<file path="config.mk">
export PLATFORM = sky130hd
export DESIGN_NAME = shift_arbiter
export DESIGN_NICKNAME = d
export VERILOG_FILES = /design/src/rtl/shift_pkg.sv /design/src/rtl/shift_core.sv /design/src/rtl/shift_arbiter.sv
export SDC_FILE = /design/constraint.sdc
export NUM_CORES = 1
export LEC_CHECK = 0
export ABC_AREA = 1
export CORE_MARGIN = 4
export CORE_UTILIZATION = 52
export DETAILED_ROUTE_END_ITERATION = 10
export PLACE_DENSITY_LB_ADDON = 0.2
export SLEW_MARGIN = 15
export SYNTH_ARGS = -nofsm -noshare
export SYNTH_HDL_FRONTEND = slang
export SYNTH_SLANG_ARGS = --single-unit
export TNS_END_PERCENT = 50
</file>
<file path="constraint.sdc">
create_clock -name clk -period 2.6 [get_ports clk]
set_clock_uncertainty 0.15 [all_clocks]
set_input_delay 0.26 -clock clk [delete_from_list [all_inputs] [get_ports clk]]
set_output_delay 0.26 -clock clk [all_outputs]
set_load 0.05 [all_outputs]
</file>
<file path="src/rtl/shift_pkg.sv">
// Shared constants for the shift arbiter: default widths, op encodings
// and result-stage state encodings.
package shift_pkg;

  localparam int DEF_DATA_W = 16;
  localparam int DEF_AMT_W  = 4;

  localparam logic [1:0] OP_SHL  = 2'b00;
  localparam logic [1:0] OP_SHR  = 2'b01;
  localparam logic [1:0] OP_ROR  = 2'b10;
  localparam logic [1:0] OP_PASS = 2'b11;

  typedef enum logic {
    EMPTY = 1'b0,
    FULL  = 1'b1
  } state_t;

endpackage

</file>
<file path="src/rtl/shift_core.sv">
// Purely combinational shift network: logical left, arithmetic right,
// rotate right and pass-through on a signed DATA_W operand.
module shift_core
  import shift_pkg::*;
#(
  parameter int DATA_W = DEF_DATA_W,
  parameter int AMT_W  = DEF_AMT_W
) (
  input  logic [1:0]        i_op,
  input  logic [DATA_W-1:0] i_data,
  input  logic [AMT_W-1:0]  i_amt,
  output logic [DATA_W-1:0] o_result
);

  // NOTE: every output of an always_comb gets a default first so no path
  // through the case can leave it unassigned and infer a latch.
  always_comb begin
    o_result = i_data;
    case (i_op)
      OP_SHL:  o_result = i_data << i_amt;
      OP_SHR:  o_result = $signed(i_data) >>> i_amt;
      // Doubling the word turns a rotate into a plain shift of the low half.
      OP_ROR:  o_result = DATA_W'({i_data, i_data} >> i_amt);
      default: o_result = i_data;
    endcase
  end

endmodule

</file>
<file path="src/rtl/shift_arbiter.sv">
// Round-robin arbiter sharing one shift_core between two requesters,
// with a single registered result stage under valid/ready backpressure.
module shift_arbiter
  import shift_pkg::*;
#(
  parameter int DATA_W = DEF_DATA_W,
  parameter int AMT_W  = DEF_AMT_W
) (
  input  logic              clk,
  input  logic              rst_n,
  input  logic              req0_valid,
  output logic              req0_ready,
  input  logic [1:0]        req0_op,
  input  logic [DATA_W-1:0] req0_data,
  input  logic [AMT_W-1:0]  req0_amt,
  input  logic              req1_valid,
  output logic              req1_ready,
  input  logic [1:0]        req1_op,
  input  logic [DATA_W-1:0] req1_data,
  input  logic [AMT_W-1:0]  req1_amt,
  output logic              rsp_valid,
  input  logic              rsp_ready,
  output logic [DATA_W-1:0] rsp_data,
  output logic              rsp_id,
  output logic              busy
);

  state_t              r_state;
  state_t              w_state_next;
  logic                r_last_grant;
  logic [DATA_W-1:0]   r_rsp_data;
  logic                r_rsp_id;

  logic                w_accept_ok;
  logic                w_grant0;
  logic                w_grant1;
  logic                w_accept;
  logic [1:0]          w_op;
  logic [DATA_W-1:0]   w_data;
  logic [AMT_W-1:0]    w_amt;
  logic [DATA_W-1:0]   w_result;

  // A result can be taken in whenever the stage is empty or draining this cycle.
  assign w_accept_ok = (r_state == EMPTY) | rsp_ready;

  // Under contention the requester that was not granted last time wins.
  assign w_grant0 = req0_valid & (~req1_valid | r_last_grant);
  assign w_grant1 = req1_valid & (~req0_valid | ~r_last_grant);

  assign req0_ready = w_accept_ok & w_grant0;
  assign req1_ready = w_accept_ok & w_grant1;
  assign w_accept   = req0_ready | req1_ready;

  assign w_op   = w_grant1 ? req1_op   : req0_op;
  assign w_data = w_grant1 ? req1_data : req0_data;
  assign w_amt  = w_grant1 ? req1_amt  : req0_amt;

  shift_core #(
    .DATA_W (DATA_W),
    .AMT_W  (AMT_W)
  ) u_shift_core (
    .i_op     (w_op),
    .i_data   (w_data),
    .i_amt    (w_amt),
    .o_result (w_result)
  );

  always_comb begin
    w_state_next = r_state;
    if (w_accept) begin
      w_state_next = FULL;
    end else if ((r_state == FULL) && rsp_ready) begin
      w_state_next = EMPTY;
    end
  end

  // NOTE: sequential state uses non-blocking assignments so every register
  // samples pre-edge values regardless of statement order.
  always_ff @(posedge clk or negedge rst_n) begin
    if (!rst_n) begin
      r_state      <= EMPTY;
      r_last_grant <= 1'b1;
      r_rsp_data   <= '0;
      r_rsp_id     <= 1'b0;
    end else begin
      r_state <= w_state_next;
      if (w_accept) begin
        r_rsp_data   <= w_result;
        r_rsp_id     <= w_grant1;
        r_last_grant <= w_grant1;
      end
    end
  end

  assign rsp_valid = (r_state == FULL);
  assign rsp_data  = r_rsp_data;
  assign rsp_id    = r_rsp_id;
  assign busy      = rsp_valid | req0_valid | req1_valid;

endmodule
</file>
==> metrics.md <==
| Metric | Value |
|---|---|
| Post-synthesis cell area | 2995 um2 |
| Final HPWL DP | 8851 um |
| Max_slew headroom | 65.09% |
| Die area | 7038 um2 |
| Reg-to-reg critical path startpoint | r_last_grant |
| P_sw | 1.627 mW |
| Final worst setup slack | 0.1329 ns |
| WP data arrival | 2.52 ns |
| Sequential Power Share | 17.3% |
| CTS Hold Bufs | 0 |
| Fin. Hold Viols | 0 |
| CTS clock-pin slew for the worst setup and hold paths | 0.08 ns |
| DRT antenna net count | 0 |
| Final worst-path cycle share | 94.89% |
| Yosys reg bits | 19 |
| Gr ovfl total | 0 |
| Clock root buffer | clkbuf_8 |
| Number of remaining DRC errors | 0 |
| Clk_lat worst skew | 0.26 ns |
| Crit-path max FO | 11 |
| Fraction of layout cells with a size suffix above 1 | 9.271% |
| Distinct cells, synth | 26 |
| Post-cts resize count | 0 |
| Flop2flop setup slack | 0.13 ns |
| Multiplexer share of the synthesized area | 0% |
| I/O Pins | 70 |
| Longest Clk Path Bufs | 2 |
| Postcts setup bufs | 0 |
| Worst Setup Start Kind | flop |
| CTS tree | built |
| VDD IR max | 0.0005572 V |
| Hold WC Path Type | in -> async |
| CTS sink count | 19 |
| GRT Resource Usage Total | 31.25% |
| CTS H-tree depth | 1 |
| Setup_tns | 0 ns |
| Vias after detailed routing | 4083 |
| Largest net degree at the start of global routing | 32 |
| Clock period minus worst slack | 2.467 ns |
| Mean Syn Cell Area | 5.094 um2 |
| Setup WS pre-CTS | -0.1382 ns |
| Switching part of the total | 56.19% |
| CP required | 2.66 ns |
| Hold_ws | 0.1805 ns |
| FP Rows | 27 |
| Clock Power Share | 7.7% |
| R2r endpoint | rsp_data[11] |
| Pwr/cell area | 733.0 nW/um2 |
| Unrepaired setup endpoints after global routing | true |
| Setup violators final | 0 |
| Outcome | finished, final reports clean |
| Compound-gate portion of the synthesized area | 7.519% |
| Simple-Gate Fraction of Synth Area | 62.95% |
| Initial antenna violation count | 0 |
| Synth Net Count | 637 |
| Drt wl/cell | 15.13 um |
| Worst Setup End Kind | flop |
| Antenna cell count | 0 |
| I/O Buffers | 69 |
| Die span in x | 83.90 um |
| CTS buffer count | 3 |
| Worst slew pin tran | 0.5220 ns |
| Utilization after layout | 71.30% |
| Reg2Reg Depth | 15 |
| Yosys warnings | 0 |
| Final #Nets | 708 |
| Pint | 1.269 mW |
| Vias in the first global route | 3693 |
| Area Growth Syn to Fin | 31.87% |
| Max Clock Freq | 405.3 MHz |
| Kind of critical path | reg -> reg |
| Initial Util | 54.07% |
| XOR/XNOR Fraction of Synth Area | 0% |
| Post-synthesis adder-cell area fraction | 0% |
| DR pass1 iterations | 7 |
| Leak pwr | 2.182 nW |
| Seq/Total Area, Yosys | 15.91% |
| RePlAce Congestion | 1.132 |
| Main combinational cell family by area after synthesis | simple AND/OR/NAND/NOR gates |
| Drt initial violations | 562 |
| First-pass GRT wire length | 17950 um |
| Detail-routed via count per cell | 5.593 |
| Max-cap violations | 0 |
| Final wirelength | 11050 um |
| Core area | 5540 um2 |
| Combinational Power Share | 75.0% |
| Gate Count Post-Synth | 588 |
| Die span in y | 83.90 um |
| Slew Limit Fails | 0 |
[cell families after synthesis]
family / after synthesis
AO/OA/AOI/OAI: 40
flip-flops: 19
buffers and inverters: 90
AND/OR/NAND/NOR: 439
[placed cells by master (no fill, tap or decap), types with 9 or more instances in the layout]
| cell type | n |
|---|---|
| nor2_1 | 23 |
| nand3_1 | 121 |
| buf_12 | 9 |
| clkdlybuf4s50_1 | 66 |
| nand2_2 | 9 |
| o21ai_1 | 9 |
| buf_4 | 17 |
| dfrtp_1 | 18 |
| inv_1 | 53 |
| inv_2 | 9 |
| nand2_1 | 266 |
| a21oi_1 | 12 |
| nand3b_1 | 11 |
| o21ai_0 | 13 |
[cell usage after synthesis]
library cell  count  area, um2
nor2_1           23      86.33
clkbuf_1          6      22.52
o21ai_2           2      17.52
inv_2             9      33.78
nand3_1         121      605.6
nand3b_1         11      82.58
a31oi_1           1      6.260
buf_6             5      56.30
nor3_1            1      5.000
dfstp_2           1      26.28
o21ai_1           8      40.04
o211ai_1          2      15.01
dfrtp_1          18      450.4
and2_1            1      6.260
or2_2             1      6.260
nor2_2            5      31.28
inv_1            53      198.9
o21ai_0          14      70.07
a21oi_1          12      60.06
nand2_1         267       1002
o21ai_4           1      16.27
buf_4             5      37.54
nand2_2           8      50.05
clkinv_1          1      3.750
nor3_2            1      10.01
buf_2            11      55.05
[how the worst max path moves through the flow]
stage	start	end	depth (start not counted)	slack, ns
after CTS	r_last_grant	rsp_data[11]	14	0.10
after global routing	r_last_grant	rsp_data[9]	16	-0.006
after global placement	req0_valid	rsp_data[11]	15	-0.10
final	r_last_grant	rsp_data[11]	15	0.13
after floorplan	r_last_grant	rsp_data[2]	11	0.15
after detailed placement	req0_valid	rsp_data[11]	15	-0.14
[layout make-up]
class	instances	area, um2
fill	565	1590
clock inverter	1	7.507
tap	72	90.09
sequential	19	476.7
clock buffer	3	41.29
multi-input combinational	479	2118
inverter	63	236.5
timing repair buffer	93	979.7
[flip-flops by register name, indices dropped and copies added, names as in the netlist]
register      cells
rsp_data         16
r_last_grant      1
rsp_id            1
rsp_valid         1
[power by group through the flow]
stage	Clock [mW]	Combinational, mW	Sequential (mW)
final	0.222	2.17	0.502
after global routing	0.242	2.35	0.516
after CTS	0.222	2.14	0.500
after detailed placement	0	2.13	0.506
after global placement	0	2.11	0.493
after floorplan	0	0.999	0.925
[critical path: stages, from the launching register on]
cell and delay [ns]:
dfstp_2 0.55, nand2_2 0.09, nand2_2 0.13, buf_12 0.14, nand2_1 0.06, o21ai_2 0.08, nand2_1 0.14, nor2_2 0.40
inv_2 0.09, nor2_1 0.15, nor2_1 0.06, nand2_1 0.06, nand2_1 0.06, nand2_1 0.09, nand2_1 0.08, nand2_1 0.06
[per-layer routing]
layer | vias up | part of all wire (%) | track usage (%)
met2 | 240 | 47 | 52.21
met4 | 0 | 4.0 | 11.99
met5 | - | 0 | 0
met1 | 1798 | 39 | 40.74
met3 | 45 | 9.8 | 4.047
li1 | 2000 | - | -
[through the flow]
| stage | instance area [um2] | power, mW | std cells |
|---|---|---|---|
| floorplan | 3000 | 1.924 | 588 |
| global placement | 3895 | 2.608 | 726 |
| detailed placement | 3895 | 2.636 | 726 |
| CTS | 3944 | 2.857 | 730 |
| global route | 3950 | 3.105 | 730 |
| finish | 3950 | 2.895 | 730 |
(Power assumes the default switching activity.)
